`src/rtl/mcu0_pkg.sv`:
```
// Shared mcu0 definitions: bus geometry, bus-bridge FSM states and the core opcode set.
// Used by the core and by the word-to-byte bus bridge.
package mcu0_pkg;

    localparam int ADDR_W = 12;
    localparam int BYTE_W = 8;
    localparam int DATA_W = 2 * BYTE_W;

    typedef enum logic [2:0] {
        S_IDLE = 3'd0,
        S_B0   = 3'd1,
        S_B1   = 3'd2,
        S_B2   = 3'd3,
        S_DONE = 3'd4
    } bridge_state_e;

    typedef enum logic [2:0] {
        LD  = 3'd0,
        ADD = 3'd1,
        JMP = 3'd2,
        ST  = 3'd3,
        CMP = 3'd4,
        JEQ = 3'd5
    } opcode_e;

    // Second byte of a big-endian word; wraps at the top of the byte space.
    function automatic logic [ADDR_W-1:0] next_byte_addr(input logic [ADDR_W-1:0] a);
        return a + ADDR_W'(1);
    endfunction

endpackage

```
`src/rtl/mcu0_bus_bridge.sv`:
```
// Splits 16-bit core word accesses into two big-endian byte cycles on the synchronous RAM.
// Optional MCU0_BUS_ALIGN_CHK_EN: odd word addresses are rejected with err instead of serviced.
module mcu0_bus_bridge
    import mcu0_pkg::*;
(
    input  logic              clock,
    input  logic              reset,
    input  logic              req,
    input  logic              we,
    input  logic [ADDR_W-1:0] addr,
    input  logic [DATA_W-1:0] wdata,
    output logic [DATA_W-1:0] rdata,
    output logic              ready,
    output logic              busy,
    output logic              err,
    output logic              mem_en,
    output logic              mem_we,
    output logic [ADDR_W-1:0] mem_addr,
    output logic [BYTE_W-1:0] mem_wdata,
    input  logic [BYTE_W-1:0] mem_rdata
);

    bridge_state_e     state_q;
    logic [ADDR_W-1:0] addr_q;
    logic              we_q;
    logic [DATA_W-1:0] wdata_q;
    logic [DATA_W-1:0] rdata_q;
    logic              ready_q;
    logic              busy_q;
    logic              mem_en_q;
    logic              mem_we_q;
    logic [ADDR_W-1:0] mem_addr_q;
    logic [BYTE_W-1:0] mem_wdata_q;
    logic              misaligned_d;

`ifdef MCU0_BUS_ALIGN_CHK_EN
    logic              err_q;

    assign misaligned_d = addr[0];
    assign err          = err_q;
`else
    assign misaligned_d = 1'b0;
    assign err          = 1'b0;
`endif

    assign rdata     = rdata_q;
    assign ready     = ready_q;
    assign busy      = busy_q;
    assign mem_en    = mem_en_q;
    assign mem_we    = mem_we_q;
    assign mem_addr  = mem_addr_q;
    assign mem_wdata = mem_wdata_q;

    // Outputs are registered for the state being entered, so every strobe is a flop
    // and nothing on req/addr reaches the RAM pins combinationally.
    always_ff @(posedge clock or posedge reset) begin
        if (reset) begin
            state_q     <= S_IDLE;
            addr_q      <= '0;
            we_q        <= 1'b0;
            wdata_q     <= '0;
            rdata_q     <= '0;
            ready_q     <= 1'b0;
            busy_q      <= 1'b0;
            mem_en_q    <= 1'b0;
            mem_we_q    <= 1'b0;
            mem_addr_q  <= '0;
            mem_wdata_q <= '0;
`ifdef MCU0_BUS_ALIGN_CHK_EN
            err_q       <= 1'b0;
`endif
        end else begin
            case (state_q)
                S_IDLE: begin
                    if (req) begin
                        addr_q  <= addr;
                        we_q    <= we;
                        wdata_q <= wdata;
                        busy_q  <= 1'b1;
                        if (misaligned_d) begin
                            state_q <= S_DONE;
                            ready_q <= 1'b1;
                            if (!we) begin
                                rdata_q <= '0;
                            end
`ifdef MCU0_BUS_ALIGN_CHK_EN
                            err_q   <= 1'b1;
`endif
                        end else begin
                            state_q     <= S_B0;
                            mem_en_q    <= 1'b1;
                            mem_we_q    <= we;
                            mem_addr_q  <= addr;
                            mem_wdata_q <= wdata[DATA_W-1:BYTE_W];
                        end
                    end
                end
                S_B0: begin
                    state_q     <= S_B1;
                    mem_addr_q  <= next_byte_addr(addr_q);
                    mem_wdata_q <= wdata_q[BYTE_W-1:0];
                end
                // The RAM returns the high byte now; the low byte arrives one cycle later in B2.
                S_B1: begin
                    mem_en_q <= 1'b0;
                    mem_we_q <= 1'b0;
                    if (we_q) begin
                        state_q <= S_DONE;
                        ready_q <= 1'b1;
                    end else begin
                        rdata_q[DATA_W-1:BYTE_W] <= mem_rdata;
                        state_q                  <= S_B2;
                    end
                end
                S_B2: begin
                    rdata_q[BYTE_W-1:0] <= mem_rdata;
                    state_q             <= S_DONE;
                    ready_q             <= 1'b1;
                end
                S_DONE: begin
                    state_q <= S_IDLE;
                    ready_q <= 1'b0;
                    busy_q  <= 1'b0;
`ifdef MCU0_BUS_ALIGN_CHK_EN
                    err_q   <= 1'b0;
`endif
                end
                default: begin
                    state_q  <= S_IDLE;
                    ready_q  <= 1'b0;
                    busy_q   <= 1'b0;
                    mem_en_q <= 1'b0;
                    mem_we_q <= 1'b0;
                end
            endcase
        end
    end

endmodule
```
`config.mk`:
```
export PLATFORM = sky130hd
export DESIGN_NAME = mcu0_bus_bridge
export DESIGN_NICKNAME = d
export VERILOG_FILES = /design/src/rtl/mcu0_pkg.sv /design/src/rtl/mcu0_bus_bridge.sv
export SDC_FILE = /design/constraint.sdc
export NUM_CORES = 1
export LEC_CHECK = 0
export ABC_CLOCK_PERIOD_IN_PS = 3900
export CAP_MARGIN = 20
export CORE_ASPECT_RATIO = 1.5
export CORE_UTILIZATION = 40
export CTS_BUF_LIST = sky130_fd_sc_hd__clkbuf_8
export CTS_CLUSTER_DIAMETER = 100
export DETAILED_ROUTE_END_ITERATION = 7
export PLACE_DENSITY = 0.7
export RECOVER_POWER = 100
export SLEW_MARGIN = 10
export SYNTH_ARGS = -nofsm -noshare
export SYNTH_HDL_FRONTEND = slang
export SYNTH_SLANG_ARGS = --single-unit
export TNS_END_PERCENT = 100
```
`constraint.sdc`:
```
create_clock -name clock -period 3.9 [get_ports clock]
set_input_delay 0.78 -clock clock [delete_from_list [all_inputs] [get_ports clock]]
set_output_delay 0.78 -clock clock [all_outputs]
set_load 0.05 [all_outputs]
```
Word-level counts from Yosys, hierarchy flattened
Index checks and enable logic that the tools add are counted.
Widths: inputs -> output; s select.
{ "classes": {"n_addsub": 1, "n_eq_ne": 6, "muxes": 14, "bitwise_logic": 4, "n_reduce_logical": 11} }
{ "op_table": {"columns": ["op", "count"], "rows": [
  ["$pmux 12 s2", 1],
  ["$pmux 8 s2", 1],
  ["$add 12x1->12 const B", 1],
  ["$mux 12", 1],
  ["$pmux 3 s4", 1],
  ["$reduce_and 2->1", 6],
  ["$mux 8", 1],
  ["$eq 3x2->1 const B", 2],
  ["$mux 3", 2],
  ["$pmux 1 s2", 3],
  ["$reduce_or 3->1", 2],
  ["$ne 2x2->1 const B", 2],
  ["$not 1->1", 4],
  ["$eq 3x1->1 const B", 1],
  ["$eq 3x3->1 const B", 1],
  ["$logic_not 3->1", 1],
  ["$mux 1", 3],
  ["$pmux 1 s3", 1],
  ["$reduce_bool 2->1", 1],
  ["$reduce_or 2->1", 1]
]} }
{ "word_totals": {"register_bits": 64, "inputBits": 40, "word_cells": 48} }

Logic depth before layout (Yosys ltp)
{ "depth": {"word_depth": 4, "depth_mapped": 6, "depth_no_buf": 5} }

Worst setup path before layout
OpenSTA, ideal clock, no wires.
{ "synth_timing": {"path_kind": "input -> register", "startpoint": "input port req", "endpoint": "register addr_q[2]", "setup_time_ps": 118, "arrival_ps": 1595, "t_required_ps": 3782, "setup_slack_ps": 2186, "stages": 5, "n_path_buf": 2, "path_cell_list": "or4b_1 > buf_2 > buf_6 > nand2_1 > nand2_1"} }
{ "synth_via": {"elab_chain_len": 1} }
{ "synth_rtl": {"columns": ["element", "line", "rtl"], "rows": [
  ["start: declaration", "mcu0_bus_bridge.sv:8", "input logic req,"],
  ["$reduce_and 2->1 (no source line)", null, null],
  ["end signal: assignment", "mcu0_bus_bridge.sv:76", "addr_q <= addr;"],
  ["end: declaration", "mcu0_bus_bridge.sv:24", "logic [ADDR_W-1:0] addr_q;"]
]} }
No other way between the ends.
A chain may end at the register's enable or synchronous reset.

Worst setup path after layout
{ "layout_timing": {"startpoint": "input port req", "endpoint": "register mem_wdata_q[4], in the netlist mem_wdata[4]"} }
{ "layout_via": {"elab_chain_len": 2} }
{ "layout_rtl": {"columns": ["element", "line", "rtl"], "rows": [
  ["$ne 2x2->1 (no source line)", null, null],
  ["$reduce_and 2->1 (no source line)", null, null],
  ["end signal: assignment", "mcu0_bus_bridge.sv:94", "mem_wdata_q <= wdata[DATA_W-1:BYTE_W];"],
  ["end signal: assignment", "mcu0_bus_bridge.sv:101", "mem_wdata_q <= wdata_q[BYTE_W-1:0];"],
  ["end: declaration", "mcu0_bus_bridge.sv:33", "logic [BYTE_W-1:0] mem_wdata_q;"]
]} }
No other way between the ends.

==> impl_metrics.json <==
{
  "viasPerCell": 5.09,
  "ios": 81,
  "drive_above_1_share": 0.103,
  "ctsHoldBuffers": 0,
  "dr.pass1.iters": 4,
  "total_power_mw": 3.60,
  "synthSimpleGateAreaFrac": 0.201,
  "clockBufferDepth": 2,
  "r2r-end": "mem_addr[8]$_DFFE_PP0P_",
  "relSlewSlack": -0.100,
  "mostFrequentLayoutCell": "nand2_1",
  "final_cell_mix": "nand2_1, dfrtp_1, dlygate4sd3_1",
  "ys.flop_type": "dfrtp_1",
  "yosysUniqueCellTypes": 36,
  "avgSynthCellArea_sq_um": 10.4,
  "seq_area_frac_synth": 0.586,
  "synth_top_family_by_area": "simple AND/OR/NAND/NOR gates",
  "routed_wl_um": 6100,
  "postCtsSetupBuffers": 0,
  "outcome": "finished with violations",
  "grt_max_degree": 28,
  "syn_inst": 263,
  "num_rows": 36,
  "rsz0062_at_grt": "false",
  "finalSetupTns_ns": 0,
  "max-cap-violations": 1,
  "drt_iter0_drc": 95,
  "finalMaxSlewViolations": 14,
  "ant_nets": 0,
  "violations": "max-capacitance violations, max-slew violations",
  "setup_violations": 0,
  "cts_buffers": 9,
  "htree_levels": 3,
  "yosysWarnings": 0,
  "synth_area_sq_um": 2730,
  "whs_endpoint": "mem_wdata[5]$_DFFE_PP0P_",
  "worst_slew_pin_slew_ns": 1.65,
  "fin_crit_ns": 2.89,
  "gp_congestion": 0.810,
  "area_delta_synth_final_pct": 35.9,
  "critPathRequiredTime_ns": 4.15,
  "hold_depth": 2,
  "leakagePower_nw": 1.70,
  "pre_cts_ws_ns": 1.09,
  "rrSetupSlack_ns": 1.40,
  "fin_crit_sh": 0.742,
  "cts.sinks": 64,
  "hold_class": "flop to flop",
  "grt_pass1_vias": 2226,
  "core_area_sq_um": 6530,
  "synth_edf_count": 0,
  "fin_worst_skew_ns": 0.00919,
  "hpwl_um": 4370,
  "ys_ff_latch": 64,
  "root_buffer": "clkbuf_8",
  "initial_utilization": 0.418,
  "diodes": 0,
  "worst-path-max-fanout": 19,
  "end_kind": "flop",
  "r2r-start": "state_q[0]$_DFFE_PP0P_",
  "critical_path_class": "primary input to flop",
  "track_usage": 0.183,
  "synthArstFlopShare": 1.00,
  "cts_resized": 0,
  "r2r.worst_path.cells": 5,
  "irDropWorstVdd_uv": 566,
  "detail_route.wl_per_cell_um": 14.4,
  "layout.nets": 385,
  "startpoint_type": "primary input",
  "path_clk_slew_ns": 0.06,
  "die-area_sq_um": 7170,
  "clock_latency_ns": 0.33,
  "cp.arrival_ns": 3.14,
  "worst_slack_ns": 1.01,
  "die_w_um": 69.5,
  "p_per_area_nw_per_um2": 969,
  "hold_viol_final": 0,
  "io_buffers": 79,
  "synth_compound_gate_area_share": 0.0668,
  "yosys.area_share.adder": 0.00458,
  "muxShareOfSynthArea": 0.0733,
  "grt_pass1_wl_um": 10100,
  "hold_start": "mem_wdata[5]$_DFFE_PP0P_",
  "die_h_um": 103,
  "fmax_ghz": 0.346,
  "synth_xor_xnor_area_share": 0.0321,
  "cts_tree": "yes",
  "overflow": 0,
  "vias": 2164,
  "drc": 0,
  "grt_antenna_before_repair": 0,
  "syn-num-nets": 304
}
[Yosys cell counts (2+ instances only)]
cell | n | share of area
o22ai_1 | 3 | 0.0069
nand3_1 | 5 | 0.0092
a22oi_1 | 8 | 0.022
buf_2 | 5 | 0.0092
a21oi_1 | 2 | 0.0037
o21ai_0 | 3 | 0.0055
nand4_1 | 3 | 0.0069
nor3_1 | 3 | 0.0055
mux2_2 | 16 | 0.066
o211ai_1 | 7 | 0.019
a31oi_1 | 2 | 0.0046
nor2_1 | 8 | 0.011
nand2_1 | 95 | 0.13
xnor2_1 | 7 | 0.022
xor2_1 | 3 | 0.0096
inv_1 | 4 | 0.0055
dfrtp_1 | 64 | 0.59
mux2i_1 | 2 | 0.0073
buf_6 | 3 | 0.012
clkbuf_1 | 4 | 0.0055
[sequential cells by signal (all words and copies together), names as in the netlist]
register	cells
rdata	16
addr_q	12
mem_addr	12
mem_wdata	8
wdata_q	8
state_q	3
busy	1
mem_en	1
mem_we	1
ready	1
we_q	1
[routing by layer]
layer	global-route usage	vias to the layer above	part of all wire
met4	0.0848	0	0.014
met5	0	-	0
met2	0.320	67	0.52
met3	0.0601	8	0.061
met1	0.204	1048	0.41
li1	-	1041	-
[worst max path at each step]
stage	endpoint	slack [ns]	from	cells past startpoint
floorplan	addr_q[0]$_DFFE_PP0P_	1.52	reset	1
global placement	mem_addr[10]$_DFFE_PP0P_	1.16	req	4
detailed placement	mem_addr[9]$_DFFE_PP0P_	1.09	req	4
CTS	mem_addr[10]$_DFFE_PP0P_	1.46	req	4
global route	mem_addr[8]$_DFFE_PP0P_	0.86	req	6
finish	mem_wdata[4]$_DFFE_PP0P_	1.01	req	5
[through the flow]
stage                     hold WS (ns)  instance area, sq um  utilization  std cells
after floorplan                  0.445                  2730            -        263
after global placement           0.458                  3580        0.548        409
after detailed placement         0.464                  3580        0.548        409
after CTS                        0.480                  3740        0.573        425
after global routing             0.513                  3710        0.568        425
final                            0.473                  3710        0.568        425
[where the power goes]
group	total, mW	switching [mW]	leakage, nW	internal [mW]
Combinational	1.89	1.25	0.826	0.638
Sequential	1.23	0.237	0.778	0.997
Clock	0.474	0.236	0.0982	0.239
Total	3.60	1.72	1.70	1.87
[kinds of logic (layout without fill, tap and decap cells)]
family / Yosys count / after routing
other cells: 1 / 1
fa+ha+maj: 1 / 1
compound gates: 27 / 27
buf+inv: 17 / 103
xor+xnor: 10 / 10
simple gates: 125 / 125
flops: 64 / 64
mux: 18 / 18
[critical path, stage by stage]
cell and delay, ns:
dlygate4sd3_1 0.60, nor4b_2 1.09, buf_4 0.40, a22oi_1 0.12, nand2_1 0.14
[final cells by class]
cell class              instances  area, sq um
inverters                       4         15.0
repair buffers                 83          817
flip-flops and latches         64         1600
clock buffers                  10          138
fillers                       568         2820
clock inverters                 6         27.5
well taps                      76         95.1
multi-input cells             182         1020
(Power assumes the default switching activity.)
